$ cat config.mk
export PLATFORM = sky130hd
export DESIGN_NAME = nrad_seq_ctrl
export DESIGN_NICKNAME = d
export VERILOG_FILES = /design/src/rtl/nrad_pkg.sv /design/src/rtl/nrad_fix.sv /design/src/rtl/nrad_seq_ctrl.sv
export SDC_FILE = /design/constraint.sdc
export NUM_CORES = 1
export LEC_CHECK = 0
export BUFFER_PORTS_ARGS = -buffer_cell sky130_fd_sc_hd__buf_2
export CAP_MARGIN = 10
export CORE_MARGIN = 2
export CORE_UTILIZATION = 45
export CTS_CLUSTER_DIAMETER = 40
export DETAILED_ROUTE_END_ITERATION = 10
export GPL_TIMING_DRIVEN = 0
export HOLD_SLACK_MARGIN = 0.05
export PLACE_DENSITY = 0.73
export SYNTH_ARGS = -nofsm -noshare
export SYNTH_HDL_FRONTEND = slang
export SYNTH_SLANG_ARGS = --single-unit
$ cat constraint.sdc
create_clock -name clk -period 1.6 [get_ports clk]
set_input_delay 0.08 -clock clk [delete_from_list [all_inputs] [get_ports clk]]
set_output_delay 0.08 -clock clk [all_outputs]
set_load 0.05 [all_outputs]
$ cat src/rtl/nrad_pkg.sv
// Shared definitions for the NRAD divider sequencing stage:
// FSM states, error codes, saturated results and the operand screen.
package nrad_pkg;

   typedef enum logic [1:0] {
      IDLE    = 2'd0,
      SETTLE  = 2'd1,
      CORRECT = 2'd2,
      HOLD    = 2'd3
   } state_t;

   localparam logic [1:0] ERR_OK   = 2'b00;
   localparam logic [1:0] ERR_DIVZ = 2'b01;
   localparam logic [1:0] ERR_OVF  = 2'b10;

   localparam logic [2:0] Q_SAT = 3'b111;
   localparam logic [2:0] R_SAT = 3'b000;

   // Quotient needs more than 3 bits when x >= 8*y.
   function automatic logic quot_ovf(input logic [3:0] x, input logic [1:0] y);
      return {1'b0, x} >= {y, 3'b000};
   endfunction

endpackage

$ cat src/rtl/nrad_fix.sv
// Non-restoring correction: a negative raw remainder gets one divisor added
// back and the quotient is decremented (mod 8).
module nrad_fix
   import nrad_pkg::*;
(
   input  logic [2:0] div_Q,
   input  logic [2:0] div_R,
   input  logic [1:0] div_Y,
   output logic [2:0] fix_Q,
   output logic [2:0] fix_R
);

   always_comb begin
      fix_Q = div_Q;
      fix_R = div_R;
      if (div_R[2]) begin
         fix_R = div_R + {1'b0, div_Y};
         fix_Q = div_Q - 3'd1;
      end
   end

endmodule

$ cat src/rtl/nrad_seq_ctrl.sv
// Sequencing/result stage around the combinational NRAD array divider:
// operand handshake and screening, settle wait, correction and result hold.
module nrad_seq_ctrl
   import nrad_pkg::*;
#(
   parameter int unsigned SETTLE_CYC = 2
)(
   input  logic       clk,
   input  logic       rst,
   input  logic       in_valid,
   output logic       in_ready,
   input  logic [3:0] in_X,
   input  logic [1:0] in_Y,
   output logic [3:0] div_X,
   output logic [1:0] div_Y,
   input  logic [2:0] div_Q,
   input  logic [2:0] div_R,
   output logic       out_valid,
   input  logic       out_ready,
   output logic [2:0] out_Q,
   output logic [2:0] out_R,
   output logic [1:0] out_err,
   output logic       busy
);

   state_t     state, state_nxt;
   logic [3:0] cnt, cnt_nxt;
   logic [3:0] div_X_nxt;
   logic [1:0] div_Y_nxt;
   logic       out_valid_nxt;
   logic [2:0] out_Q_nxt, out_R_nxt;
   logic [1:0] out_err_nxt;
   logic [2:0] fix_Q, fix_R;
   logic       accept;

   nrad_fix u_fix (
      .div_Q (div_Q),
      .div_R (div_R),
      .div_Y (div_Y),
      .fix_Q (fix_Q),
      .fix_R (fix_R)
   );

   assign in_ready = (state == IDLE) || ((state == HOLD) && out_ready);
   assign accept   = in_valid && in_ready;
   assign busy     = (state != IDLE);

   always_comb begin
      state_nxt     = state;
      cnt_nxt       = cnt;
      div_X_nxt     = div_X;
      div_Y_nxt     = div_Y;
      out_valid_nxt = out_valid;
      out_Q_nxt     = out_Q;
      out_R_nxt     = out_R;
      out_err_nxt   = out_err;

      case (state)
         SETTLE: begin
            if (cnt == 4'(SETTLE_CYC - 1)) state_nxt = CORRECT;
            else                           cnt_nxt   = cnt + 4'd1;
         end
         CORRECT: begin
            out_Q_nxt     = fix_Q;
            out_R_nxt     = fix_R;
            out_err_nxt   = ERR_OK;
            out_valid_nxt = 1'b1;
            state_nxt     = HOLD;
         end
         HOLD: begin
            if (out_ready) begin
               out_valid_nxt = 1'b0;
               state_nxt     = IDLE;
            end
         end
         default: ;
      endcase

      // Accept overrides the HOLD pop above so a pop+accept is back-to-back.
      if (accept) begin
         div_X_nxt = in_X;
         div_Y_nxt = in_Y;
         if (in_Y == 2'd0 || quot_ovf(in_X, in_Y)) begin
            out_Q_nxt     = Q_SAT;
            out_R_nxt     = R_SAT;
            out_err_nxt   = (in_Y == 2'd0) ? ERR_DIVZ : ERR_OVF;
            out_valid_nxt = 1'b1;
            state_nxt     = HOLD;
         end else begin
            out_valid_nxt = 1'b0;
            cnt_nxt       = '0;
            state_nxt     = SETTLE;
         end
      end
   end

   always_ff @(posedge clk or posedge rst) begin
      if (rst) begin
         state     <= IDLE;
         cnt       <= '0;
         div_X     <= '0;
         div_Y     <= '0;
         out_valid <= 1'b0;
         out_Q     <= '0;
         out_R     <= '0;
         out_err   <= ERR_OK;
      end else begin
         state     <= state_nxt;
         cnt       <= cnt_nxt;
         div_X     <= div_X_nxt;
         div_Y     <= div_Y_nxt;
         out_valid <= out_valid_nxt;
         out_Q     <= out_Q_nxt;
         out_R     <= out_R_nxt;
         out_err   <= out_err_nxt;
      end
   end

endmodule

* Word level (Yosys, flattened, before mapping)
Cells that the tools add are included.
Operators by class: $add $sub $neg 3, magnitude comparators 1, equality and inequality tests 6, mux-type cells 25, reduce and logical (&&, ||, !) cells 11
Operators by type and width (count):
- 3-bit 2-to-1 mux | 8
- 2-bit 2-to-1 mux | 8
- 4-bit 2-to-1 mux | 4
- 3-bit != test, second input constant | 2
- 2-bit one-hot mux with 3 select lines | 1
- 4-bit by 5-bit greater-or-equal comparator with 1-bit output | 1
- 4-bit by 1-bit adder with 4-bit output, second input constant | 1
- 2-bit equality test, second input constant | 2
- 4-bit by 1-bit equality test with 1-bit output, second input constant | 1
- 2-bit logical NOT | 2
- 4-bit nonzero test | 1
- 3-bit by 2-bit adder with 3-bit output | 1
- 1-bit 2-to-1 mux | 3
- 3-bit AND reduction | 1
- 3-bit nonzero test | 1
- 3-bit by 1-bit subtractor with 3-bit output, second input constant | 1
- 2-bit by 1-bit equality test with 1-bit output, second input constant | 1
- 1-bit logical AND | 2
- 1-bit logical OR | 2
- 1-bit one-hot mux with 2 select lines | 1
- 2-bit AND reduction | 1
- 2-bit nonzero test | 1
Word-level totals: register bits after elaboration 21, logic and storage cells 54

* Logic depth before layout (Yosys ltp)
Gate-level depths: netlist (run 1).
depth in word-level cells 6, mapped depth 6, depth with buffers taken out 6

* Modules after synthesis
A second synthesis (run 1) with hierarchy kept.
Second synthesis, totals: cell total of the unflattened synthesis 114, area, all modules 1236.2 um2
Modules (own cells, without submodules):
- nrad_seq_ctrl | instances 1, cells each 97, area each 1098.6 um2
- nrad_fix | instances 1, cells each 17, area each 137.6 um2

* Worst setup path before layout (run 1)
No wires, ideal clock.
kind register -> register, from reg state[0], to reg div_X[0], setup time 125 ps, arrival time 1839 ps, setup slack -364 ps, stages on the path, launching flop included 6, buffers on the path 0, period minus slack after synthesis 1964 ps, path through dfrtp_1 -> ha_1 -> a21oi_2 -> inv_1 -> nand2_1 -> mux2_2
On the way: word-level cells in the longest chain between the ends 4, elaborated cells on any way between the ends 5, classes of those cells eq/ne (1); reduce/logical (4)
Ends and longest elaborated chain:
- start, declared | RTL line nrad_seq_ctrl.sv:26 | state_t state, state_nxt;
- start signal, assigned | RTL line nrad_seq_ctrl.sv:108 | state <= state_nxt;
- 2-bit equality test | RTL line nrad_seq_ctrl.sv:44 | assign in_ready = (state == IDLE) || ((state == HOLD) && out_ready);
- 1-bit logical AND | RTL line nrad_seq_ctrl.sv:44
- 1-bit logical OR (*) | RTL line nrad_seq_ctrl.sv:44
- net in_ready | RTL line nrad_seq_ctrl.sv:11 | output logic in_ready,
- 1-bit logical AND (*) | RTL line nrad_seq_ctrl.sv:45 | assign accept = in_valid && in_ready;
- end signal, assigned | RTL line nrad_seq_ctrl.sv:110 | div_X <= div_X_nxt;
- end, declared | RTL line nrad_seq_ctrl.sv:14 | output logic [3:0] div_X,
The timed path passes the listed nets; every way through them passes the cells marked *. A chain may end at the register's enable or synchronous reset.

* Worst setup path in the final report (run 1)
from reg cnt[1], to reg state[1]
On the way: word-level cells in the longest chain between the ends 3
Ends and longest elaborated chain:
- start, declared | RTL line nrad_seq_ctrl.sv:27 | logic [3:0] cnt, cnt_nxt;
- start signal, assigned | RTL line nrad_seq_ctrl.sv:109 | cnt <= cnt_nxt;
- 4-bit by 1-bit equality test with 1-bit output | RTL line nrad_seq_ctrl.sv:60 | if (cnt == 4'(SETTLE_CYC - 1)) state_nxt = CORRECT;
- 3-bit != test (no line)
- 3-bit AND reduction (no line)
No other way between the ends.

==> reports/qor.tcl, run 1 <==
set qor(grt_antenna_before_repair) 0
set qor(grt_pass1_vias) 1227
set qor(hold_path_class) {in -> reg}
set qor(p_leak_nw) 0.846
set qor(synth-adder-area-share_pct) 10.9
set qor(synth_area_mm2) 0.00122
set qor(layout.cells.most_common_list) {buf_2 (30), dfrtp_1 (20), buf_4 (12)}
set qor(synth_nets) 143
set qor(placeableCoreArea_mm2) 0.00252
set qor(portBuffers) 31
set qor(worst_ep_required_time_ns) 1.81
set qor(finalWeightedCongestion) 0.804
set qor(clock_tree.htree_level_count) 1
set qor(route.detailed.wl_per_inst_um) 14.3
set qor(fin_skew_ns) 0.00656
set qor(power_density_over_the_cells_mw_per_mm2) 2190
set qor(timing.hold.ws_ns) 0.0660
set qor(1st_iter_drt_viols) 21
set qor(post_synth_mux_area_share_pct) 6.27
set qor(synthesis.area_per_instance_um2) 10.4
set qor(grt_setup_unrepaired) {yes}
set qor(syn-instance-count) 117
set qor(die_y_um) 56.0
set qor(timing_hold_violations_final) 0
set qor(detail_route.first_pass.iterations) 4
set qor(synth.ff_latch_count) 21
set qor(placementRows) 18
set qor(synth_cell_type_count) 34
set qor(cp-endpoint) {state[1]}
set qor(fmax_mhz) 611
set qor(timing.critical_path.fanout_max) 3
set qor(num_clock_sinks) 21
set qor(fin_crit_sh_pct) 102
set qor(timing.critical_path.arrival_ns) 1.85
set qor(synth.largest_area_cell) {dfrtp_1}
set qor(synth_top_family_by_area) {compound AO/OA/AOI/OAI gates}
set qor(tritoncts) {done}
set qor(grt_start_max_net_pins) 22
set qor(detailedPlace.worstSlack_ns) -0.142
set qor(area_share_of_and_or_nand_nor_cells_after_synthesis_pct) 12.8
set qor(globalRouteTotalUtil_pct) 20.0
set qor(grt_pass1_wl_um) 5080
set qor(tritoncts.num_buffers) 3
set qor(mostFrequentLayoutCell) {buf_2}
set qor(count_of_flip_flops_with_a_built_in_enable_after_synthesis) 0
set qor(worst_reg2reg_path_endpoint) {state[1]}
set qor(tns_ns) -0.147
set qor(vdd.ir_drop.worst_mv) 1.55
set qor(r2r-start) {cnt[1]}
set qor(xor_and_xnor_fraction_of_the_mapped_netlist_area_pct) 2.16
set qor(max-slew-margin-rel_pct) 45.8
set qor(setup.reg_to_reg.worst_slack_ns) -0.04
set qor(synth-compound-area-share_pct) 19.4
set qor(final_net_count) 201
set qor(num_io_pins) 33
set qor(rr_worst_depth) 5
set qor(num_vias) 1103
set qor(final-setup-viol-count) 7
set qor(clk_pin_slew_ns) 0.13
set qor(worst_slew_pin_slew_ns) 0.813
set qor(timing_worst_setup_path_type) {reg -> reg}
set qor(post_route_cells_drive_above_1_share_pct) 47.1
set qor(postSynth.topFlopCell) {dfrtp_1}
set qor(crit_path_start) {cnt[1]}
set qor(drt_drc_violations_left) 0
set qor(detail-route-antenna-nets) 0
set qor(post-dp-hpwl_um) 1920
set qor(synthesis.yosys.warnings) 0
set qor(grt.overflow.total) 0
set qor(synthTopCellsByArea) {dfrtp_1 (43%), ha_1 (9.2%), inv_1 (4.6%), mux2_2 (4.6%), a21oi_1 (3.3%)}
set qor(clk_root_buffer_cell) {clkbuf_4}
set qor(netlist.area_leader.share_pct) 43.2
set qor(cp-end-kind) {flop}
set qor(num_antenna_cells) 0
set qor(effective_utilization_at_floorplan_pct) 48.3
set qor(ratio_of_routed_vias_to_standard_cells) 5.41
set qor(clkLatencyLatePin_ns) 0.31
set qor(finalWirelength_um) 2910
set qor(postLayoutSetupSlackWorst_ns) -0.0365
set qor(ctsLongestPathBuffers) 2
set qor(run_status) {complete, but fails checks}
set qor(min_period_ns) 1.64
set qor(timing.max_cap.violations) 0
set qor(synthArstFlopShare_pct) 100
set qor(die_width_um) 56.0
set qor(total_die_area_mm2) 0.00314
set qor(syn_to_final_growth_pct) 43.8
set qor(sequential_element_share_of_the_synthesized_area_pct) 43.2
set qor(crit_path_start_kind) {flop}
set qor(report.final.slew_viol_count) 0
set qor(violations) {negative setup slack}
Yosys cell counts, drive strengths merged (4+ instances only):
library cell   n
a211oi         4
nand2          5
inv           15
ha             9
nand2b         4
nor2b          4
mux2           5
nor2           6
a21oi          9
dfrtp         21
o21ai          5
worst min path at each step:
stage                  from        to  slack (ns)  cells past startpoint
global placement        rst    cnt[2]        0.27                      2
detailed placement      rst    cnt[2]        0.28                      2
finish              in_Y[0]  div_Y[0]        0.07                      2
floorplan               rst    cnt[0]        0.06                      1
CTS                 in_Y[0]  div_Y[0]        0.05                      2
global route        in_Y[0]  div_Y[0]        0.07                      2
report_power, final:
part	internal (W)	switching (W)
Combinational	0.00104	0.00156
Clock	0.0000934	0.000174
Sequential	0.000793	0.000168
Total	0.00192	0.00190
repair_timing:
item                                   CTS  global route
hold buffers                             7             0
gates resized for setup                 12            17
setup endpoints to repair               10            21
pin swaps                                3             5
buffers inserted                         9             6
endpoints found under the hold margin   26             0
state kept, by name (all words and copies together) (netlist names):
name	cells
out_valid	1
state	2
out_R	3
div_X	4
out_Q	3
div_Y	2
cnt	4
out_err	2
stage by stage:
step | util [%] | instance area [um2] | std cells | power (W)
final | 69.4 | 1750 | 204 | 0.00383
after global routing | 69.4 | 1750 | 204 | 0.00410
after CTS | 65.4 | 1650 | 198 | 0.00358
after detailed placement | 57.0 | 1440 | 178 | 0.00301
after global placement | 57.0 | 1440 | 178 | 0.00295
after floorplan | - | 1250 | 117 | 0.00256
worst max-delay path: stages (launching register included):
cell and delay, ns:
dfrtp_1 0.40, inv_1 0.06, ha_2 0.16, or3b_4 0.40
a311o_1 0.32, o32a_2 0.19
layer usage:
| layer | routed length (um) | up-vias | global-route usage, % |
|---|---|---|---|
| li1 | - | 529 | - |
| met1 | 1270 | 543 | 21.6 |
| met2 | 1510 | 27 | 38.5 |
| met3 | 107 | 4 | 3.02 |
| met4 | 25 | 0 | 7.48 |
| met5 | 0 | - | 0 |
logic make-up (layout without fill, tap and decap cells):
| logic type | after synthesis | count (layout) |
|---|---|---|
| AO/OA/AOI/OAI | 31 | 31 |
| XOR/XNOR | 3 | 3 |
| adder cells (fa/ha/maj) | 10 | 10 |
| buffers and inverters | 17 | 74 |
| flip-flops | 21 | 21 |
| multiplexers | 7 | 7 |
| AND/OR/NAND/NOR | 28 | 28 |
final cells by class:
class	instances	area, um2
inverters	15	60.1
well taps	30	37.5
flip-flops and latches	21	527
fillers	194	772
multi-input cells	79	732
clock inverters	1	5.00
repair buffers	53	355
clock buffers	3	22.5
plain buffers	2	11.3
Note: power is estimated with default switching activity, not from simulation.
==> run 2, diff against run 1 <==
--- a/config.mk
+++ b/config.mk
@@ -14,6 +14,7 @@
 export GPL_TIMING_DRIVEN = 0
 export HOLD_SLACK_MARGIN = 0.05
 export PLACE_DENSITY = 0.73
+export REMOVE_ABC_BUFFERS = 1
 export SYNTH_ARGS = -nofsm -noshare
 export SYNTH_HDL_FRONTEND = slang
 export SYNTH_SLANG_ARGS = --single-unit
==> run 2 against run 1 <==
The flow still finishes with violations (negative setup slack). Combinational power shrank 7%. Clock-buffer cell count grew 1. Core utilization is 2.8 points lower. Sequential power is essentially flat. Non-clock buffer count shrank 5. Die area unchanged. Largest cell class unchanged. Hold slack better by 0.016 ns. Sequential cell count unchanged. Design area decreased by 4.0%. Total power is 4.7% lower.
==> reports/qor.tcl, run 2 (synthesis gave the netlist of run 1 again) <==
set qor(placed_area_mm2) 0.00141 ;# -2.2%
set qor(final_area_mm2) 0.00168 ;# -4.0%
set qor(critical_path_slowest_stage_cell) {dfrtp_1}
set qor(die_width_um) 56.0 ;# unchanged
set qor(area_taken_by_flip_flops_and_latches_um2) 526 ;# -0.24%
set qor(die_y_um) 56.0 ;# unchanged
set qor(cp.buffers_inverters) 1 ;# unchanged
set qor(wl_met1_um) 1190 ;# -5.9%
set qor(highest-signal-layer) {met4}
set qor(final_net_count) 196 ;# -2.5%
set qor(max-slew-margin-rel_pct) 44.7 ;# -1.1 points
set qor(post-layout-total-power_w) 0.00365 ;# -4.7%
set qor(worst_ep_required_time_ns) 1.83 ;# +0.02 ns
set qor(ctsLongestPathBuffers) 2 ;# unchanged
set qor(timing.critical_path.arrival_ns) 1.88 ;# +0.03 ns
set qor(timing_hold_violations_final) 0 ;# unchanged
set qor(timing.max_cap.violations) 0 ;# unchanged
set qor(post_route_cells_drive_above_1_share_pct) 43.2 ;# -3.9 points
set qor(layout.cells.most_common_list) {buf_2 (31), dfrtp_1 (21), inv_1 (10)}
set qor(grt_pass1_wl_um) 4550 ;# -10%
set qor(clockPowerShare_pct) 7.3 ;# +0.3 points
set qor(net-switching-power_w) 0.00185 ;# -2.9%
set qor(detailroute.wirelength.met3_um) 172 ;# +61%
set qor(placeableCoreArea_mm2) 0.00252 ;# unchanged
set qor(syn_to_final_growth_pct) 38.0
set qor(sw_share_pct) 50.6 ;# +0.92 points
set qor(num_vias) 1058 ;# -4.1%
set qor(critical-path-top-delay-family) {adder cells}
set qor(internal_power_w) 0.00180 ;# -6.4%
set qor(timing.critical_path.fanout_max) 2 ;# -1
set qor(grt.overflow.total) 0 ;# unchanged
set qor(effective_utilization_at_floorplan_pct) 48.3 ;# unchanged
set qor(1st_iter_drt_viols) 15 ;# -29%
set qor(timing.hold.worst.start) {in_Y[0]}
set qor(worst_slew_pin_slew_ns) 0.829 ;# +0.0162 ns
set qor(run_status) {complete, but fails checks}
set qor(portBuffers) 32 ;# +3.2%
set qor(final-setup-viol-count) 2 ;# -5
set qor(p_comb_share_pct) 66.3 ;# -1.6 points
set qor(power_density_over_the_cells_mw_per_mm2) 2170 ;# -0.69%
set qor(finalWeightedCongestion) 0.772 ;# -4.0%
set qor(layout_top_registers) {cnt (4), div_X (4)}
set qor(mostFrequentLayoutCell) {buf_2}
set qor(multi_input_comb_area_um2) 707 ;# -3.4%
set qor(routed-wl-met2_um) 1460 ;# -3.2%
set qor(ratio_of_routed_vias_to_standard_cells) 5.32 ;# -1.7%
set qor(cp-end-kind) {flop}
set qor(fin_crit_sh_pct) 103 ;# +0.49 points
set qor(postLayoutSetupSlackWorst_ns) -0.0444 ;# -0.00782 ns
set qor(route.detailed.wl_per_inst_um) 14.4 ;# +0.72%
set qor(num_antenna_cells) 0 ;# unchanged
set qor(drt_drc_violations_left) 0 ;# unchanged
set qor(report.final.slew_viol_count) 0 ;# unchanged
set qor(r2r-start) {div_Y[0]}
set qor(rr_worst_depth) 5 ;# unchanged
set qor(grt_pass1_vias) 1063 ;# -13%
set qor(tritoncts) {done}
set qor(timing.hold.worst_endpoint) {out_err[1]}
set qor(finalWirelength_um) 2860 ;# -1.8%
set qor(tritoncts.num_buffers) 3 ;# unchanged
set qor(grt_start_max_net_pins) 22 ;# unchanged
set qor(grt_setup_unrepaired) {yes}
set qor(detail_route.first_pass.iterations) 4 ;# unchanged
set qor(p_leak_nw) 0.803 ;# -5.1%
set qor(vdd.ir_drop.worst_mv) 1.39 ;# -11%
set qor(post-dp-hpwl_um) 1840 ;# -4.2%
set qor(detail-route-antenna-nets) 0 ;# unchanged
set qor(clkLatencyLatePin_ns) 0.31 ;# about the same
set qor(timing_worst_setup_path_type) {reg -> reg}
set qor(finalCoreUtilization_pct) 66.6 ;# -2.8 points
set qor(worst_reg2reg_path_endpoint) {out_R[1]}
set qor(slowest_delay_ns) 0.41 ;# about the same
set qor(filler_cell_count) 211 ;# +8.8%
set qor(num_io_pins) 33 ;# unchanged
set qor(globalRouteTotalUtil_pct) 18.1 ;# -1.9 points
set qor(seq_power_share_pct) 26.4 ;# +1.3 points
set qor(fmax_mhz) 608 ;# -0.48%
set qor(placementRows) 18 ;# unchanged
set qor(detailedPlace.worstSlack_ns) -0.304 ;# -0.163 ns
set qor(hold_path_class) {in -> reg}
set qor(tns_ns) -0.0807 ;# +0.0665 ns
set qor(clk_root_buffer_cell) {clkbuf_4}
set qor(violations) {negative setup slack}
set qor(clock_tree.htree_level_count) 1 ;# unchanged
set qor(num_clock_sinks) 21 ;# unchanged
set qor(grt_antenna_before_repair) 0 ;# unchanged
set qor(worstPathCellList) {ha_2, inv_2, fa_1, mux2_4, a211oi_2}
set qor(total_die_area_mm2) 0.00314 ;# unchanged
set qor(min_period_ns) 1.64 ;# +0.00782 ns
set qor(setup.reg_to_reg.worst_slack_ns) -0.04 ;# about the same
set qor(fin_skew_ns) 0.00245 ;# -0.00411 ns
set qor(clk_pin_slew_ns) 0.12 ;# about the same
set qor(crit_path_start_kind) {flop}
set qor(holdPathStages) 2 ;# unchanged
run 2: cell count changes in the layout (fill, tap and decap cells not counted), moves of 2 or more:
cell	delta
mux2_2	+4
mux2_4	-4
buf_4	-3
a21oi_1	+2
a21oi_2	-2
buf_6	-2
run 2: worst max path at each step:
stage,startpoint,end,slack (ns),depth (start not counted)
2_1_floorplan,state[0],div_X[0],-0.36,5
3_3_place_gp,state[0],div_Y[0],-0.27,5
3_5_place_dp,state[0],div_X[1],-0.30,5
4_1_cts,cnt[1],state[1],-0.009,5
5_1_grt,div_Y[0],out_R[1],-0.10,5
6_report,div_Y[0],out_R[1],-0.04,5
run 2: area by class of cell:
type	instances	share of cell area [%]
repair buffers	50	19.4
well taps	30	2.23
inverters	15	3.50
clock buffers	4	1.56
multi-input cells	79	42.1
flip-flops and latches	21	31.3
run 2: per-layer routing:
layer / global-route usage, % / up-vias
met5: 0 / -
met4: 4.08 / 0
met3: 5.35 / 5
met2: 32.4 / 35
met1: 21.1 / 507
li1: - / 511
run 2: power groups by stage:
stage	combinational, W	sequential, W	clock, W
global route	0.00260	0.000987	0.000302
detailed placement	0.00195	0.000961	0
global placement	0.00191	0.000948	0
CTS	0.00219	0.000933	0.000274
floorplan	0.000897	0.00159	0
finish	0.00242	0.000964	0.000266
run 2: per-stage QoR:
step                      instances  hold WS (ns)
after floorplan                 115        0.0565
final                           199        0.0818
after CTS                       196        0.0639
after global placement          177         0.263
after global routing            199        0.0810
after detailed placement        177         0.272
run 2: repair_timing:
item	CTS	global route
endpoints found under the hold margin	26	0
pin swaps	3	7
setup buffers	7	4
gates resized for setup	9	17
hold buffers	8	0
setup endpoints to repair	11	16
==> run 3, diff against run 2 <==
--- a/config.mk
+++ b/config.mk
@@ -7,12 +7,13 @@
 export LEC_CHECK = 0
 export BUFFER_PORTS_ARGS = -buffer_cell sky130_fd_sc_hd__buf_2
 export CAP_MARGIN = 10
-export CORE_MARGIN = 2
+export CORE_MARGIN = 3
 export CORE_UTILIZATION = 45
 export CTS_CLUSTER_DIAMETER = 40
 export DETAILED_ROUTE_END_ITERATION = 10
 export GPL_TIMING_DRIVEN = 0
 export HOLD_SLACK_MARGIN = 0.05
+export MAX_ROUTING_LAYER = met4
 export PLACE_DENSITY = 0.73
 export REMOVE_ABC_BUFFERS = 1
 export SYNTH_ARGS = -nofsm -noshare
==> constraint.sdc (replaced) <==
create_clock -name clk -period 1.41 [get_ports clk]
set_input_delay 0.0705 -clock clk [delete_from_list [all_inputs] [get_ports clk]]
set_output_delay 0.0705 -clock clk [all_outputs]
set_load 0.05 [all_outputs]
==> run 3 against run 2 <==
The run still ends with negative setup slack left. First-iteration DRC count grew 13%. Via count grew 1.8%. Sequential power grew 15%. Design area grew 5.0%. Core utilization grew 3.3 points.
==> reports/qor.tcl, run 3 (synthesis gave the netlist of run 1 again) <==
set qor(run_status) {complete, but fails checks}
set qor(violations) {negative setup slack}
set qor(portBuffers) 32 ;# unchanged
set qor(max-slew-margin-rel_pct) 44.5 ;# -0.20 points
set qor(crit_path_start_kind) {flop}
set qor(p_leak_nw) 0.846 ;# +5.4%
set qor(report.final.slew_viol_count) 0 ;# unchanged
set qor(fin_crit_sh_pct) 113 ;# +10 points
set qor(timing.critical_path.arrival_ns) 1.80 ;# -0.08 ns
set qor(power_density_over_the_cells_mw_per_mm2) 2470 ;# +14%
set qor(clk_root_buffer_cell) {clkbuf_4}
set qor(clk_pin_slew_ns) 0.12 ;# about the same
set qor(grt.overflow.total) 0 ;# unchanged
set qor(total_die_area_mm2) 0.00337 ;# +7.3%
set qor(cp.buffers_inverters) 2 ;# +1
set qor(grt_pass1_vias) 1093 ;# +2.8%
set qor(die_width_um) 58.0 ;# +3.6%
set qor(worst-path-stages) 6 ;# +1
set qor(finalCoreUtilization_pct) 69.9 ;# +3.3 points
set qor(setup.reg_to_reg.worst_slack_ns) -0.18 ;# -0.14 ns
set qor(cp-end-kind) {flop}
set qor(syn_to_final_growth_pct) 44.9
set qor(post-dp-hpwl_um) 1850 ;# +0.46%
set qor(die_y_um) 58.0 ;# +3.6%
set qor(tritoncts.num_buffers) 3 ;# unchanged
set qor(vdd.ir_drop.worst_mv) 1.56 ;# +13%
set qor(timing.max_cap.violations) 0 ;# unchanged
set qor(num_io_pins) 33 ;# unchanged
set qor(tritoncts) {done}
set qor(timing_hold_violations_final) 0 ;# unchanged
set qor(drt_drc_violations_left) 0 ;# unchanged
set qor(num_clock_sinks) 21 ;# unchanged
set qor(fin_skew_ns) 0.0154 ;# +0.0130 ns
set qor(worstPathCellList) {inv_2, ha_4, a21oi_4, inv_2, nand2_4, mux2_4}
set qor(num_antenna_cells) 0 ;# unchanged
set qor(clock_tree.htree_level_count) 1 ;# unchanged
set qor(layout_top_registers) {cnt (4), div_X (4)}
set qor(final_net_count) 197 ;# +0.51%
set qor(postLayoutSetupSlackWorst_ns) -0.183 ;# -0.139 ns
set qor(post-layout-total-power_w) 0.00435 ;# +19%
set qor(critical-path-top-delay-family) {flip-flops}
set qor(worst_reg2reg_path_endpoint) {div_X[1]}
set qor(worst_slew_pin_slew_ns) 0.832 ;# +0.00306 ns
set qor(finalWeightedCongestion) 0.711 ;# -7.9%
set qor(1st_iter_drt_viols) 17 ;# +2
set qor(r2r-start) {state[0]}
set qor(grt_pass1_wl_um) 4880 ;# +7.1%
set qor(critical_path_slowest_stage_cell) {dfrtp_1}
set qor(globalRouteTotalUtil_pct) 19.2 ;# +1.1 points
set qor(holdPathStages) 3 ;# +1
set qor(detail_route.first_pass.iterations) 4 ;# unchanged
set qor(rr_worst_depth) 6 ;# +1
set qor(timing.critical_path.fanout_max) 7 ;# +5
set qor(detail-route-antenna-nets) 0 ;# unchanged
set qor(num_vias) 1077 ;# +1.8%
set qor(grt_antenna_before_repair) 0 ;# unchanged
set qor(clkLatencyLatePin_ns) 0.32 ;# about the same
set qor(crit_path_start) {state[0]}
set qor(mostFrequentLayoutCell) {buf_2}
set qor(grt_setup_unrepaired) {yes}
set qor(ctsLongestPathBuffers) 2 ;# unchanged
set qor(placementRows) 18 ;# unchanged
set qor(route.detailed.wl_per_inst_um) 15.1 ;# +4.9%
set qor(fmax_mhz) 628 ;# +3.2%
set qor(effective_utilization_at_floorplan_pct) 48.3 ;# unchanged
set qor(filler_cell_count) 196 ;# -7.1%
set qor(grt_start_max_net_pins) 22 ;# unchanged
set qor(min_period_ns) 1.59 ;# -0.0511 ns
set qor(ratio_of_routed_vias_to_standard_cells) 5.39 ;# +1.3%
set qor(cp-endpoint) {div_X[1]}
set qor(finalWirelength_um) 3020 ;# +5.4%
set qor(timing_worst_setup_path_type) {reg -> reg}
set qor(final-setup-viol-count) 17 ;# +15
set qor(slowest_delay_ns) 0.47 ;# +0.06 ns
set qor(crit_path_frequent_cell) {inv_2}
set qor(hold_path_class) {in -> reg}
set qor(placeableCoreArea_mm2) 0.00252 ;# unchanged
set qor(worst_ep_required_time_ns) 1.62 ;# -0.21 ns
set qor(post_route_cells_drive_above_1_share_pct) 49.4 ;# +6.2 points
set qor(layout.cells.most_common_list) {buf_2 (30), dfrtp_1 (21), inv_1 (10)}
[run 3: routing by layer]
| layer | GRT usage, % | wire length, um |
|---|---|---|
| met5 | - | 0 |
| met2 | 30.8 | 1440 |
| met1 | 25.4 | 1420 |
| met3 | 2.90 | 126 |
| met4 | 4.97 | 26 |
[run 3: area by class of cell]
class / instances / area (um2) / area share [%]
multi-input combinational: 79 / 773 / 43.8
sequential: 21 / 526 / 29.8
timing repair buffer: 51 / 344 / 19.5
inverter: 15 / 56.3 / 3.19
clock inverter: 1 / 5.00 / 0.284
tap: 30 / 37.5 / 2.13
clock buffer: 3 / 22.5 / 1.28
[run 3: how the worst min path moves through the flow]
stage / start / end / slack, ns
after detailed placement: rst / div_X[1] / 0.28
after global routing: in_X[3] / div_X[3] / 0.05
after global placement: rst / out_R[0] / 0.26
final: in_X[3] / div_X[3] / 0.02
after CTS: in_X[3] / div_X[3] / 0.05
after floorplan: rst / cnt[0] / 0.05
[run 3: tightest hold or removal path: stages]
cell,delay (ns)
buf_2,0.09
inv_1,0.06
o21ai_1,0.07
[run 3: report_power, final]
group / leakage [nW] / internal [W] / switching [W]
Clock: 0.0177 / 0.000106 / 0.000207
Combinational: 0.574 / 0.00115 / 0.00178
Sequential: 0.255 / 0.000897 / 0.000210
[run 3: what timing repair did]
item,CTS,global route
endpoints found under the setup margin,22,19
buffers inserted,8,5
hold endpoints to repair,27,0
pin swaps,8,12
gates resized for setup,24,21
hold buffers,7,0
[run 3: metrics by stage]
stage          instances  worst slack (ns)  cell area [um2]  TNS (ns)  hold WS, ns
5_1_grt              200            -0.245             1760     -3.31       0.0549
2_1_floorplan        115            -0.554             1210     -4.32       0.0470
3_5_place_dp         177            -0.519             1410     -5.92        0.282
4_1_cts              196            -0.190             1670     -1.70       0.0527
6_report             200            -0.183             1760     -2.09       0.0235
3_3_place_gp         177            -0.460             1410     -4.64        0.256
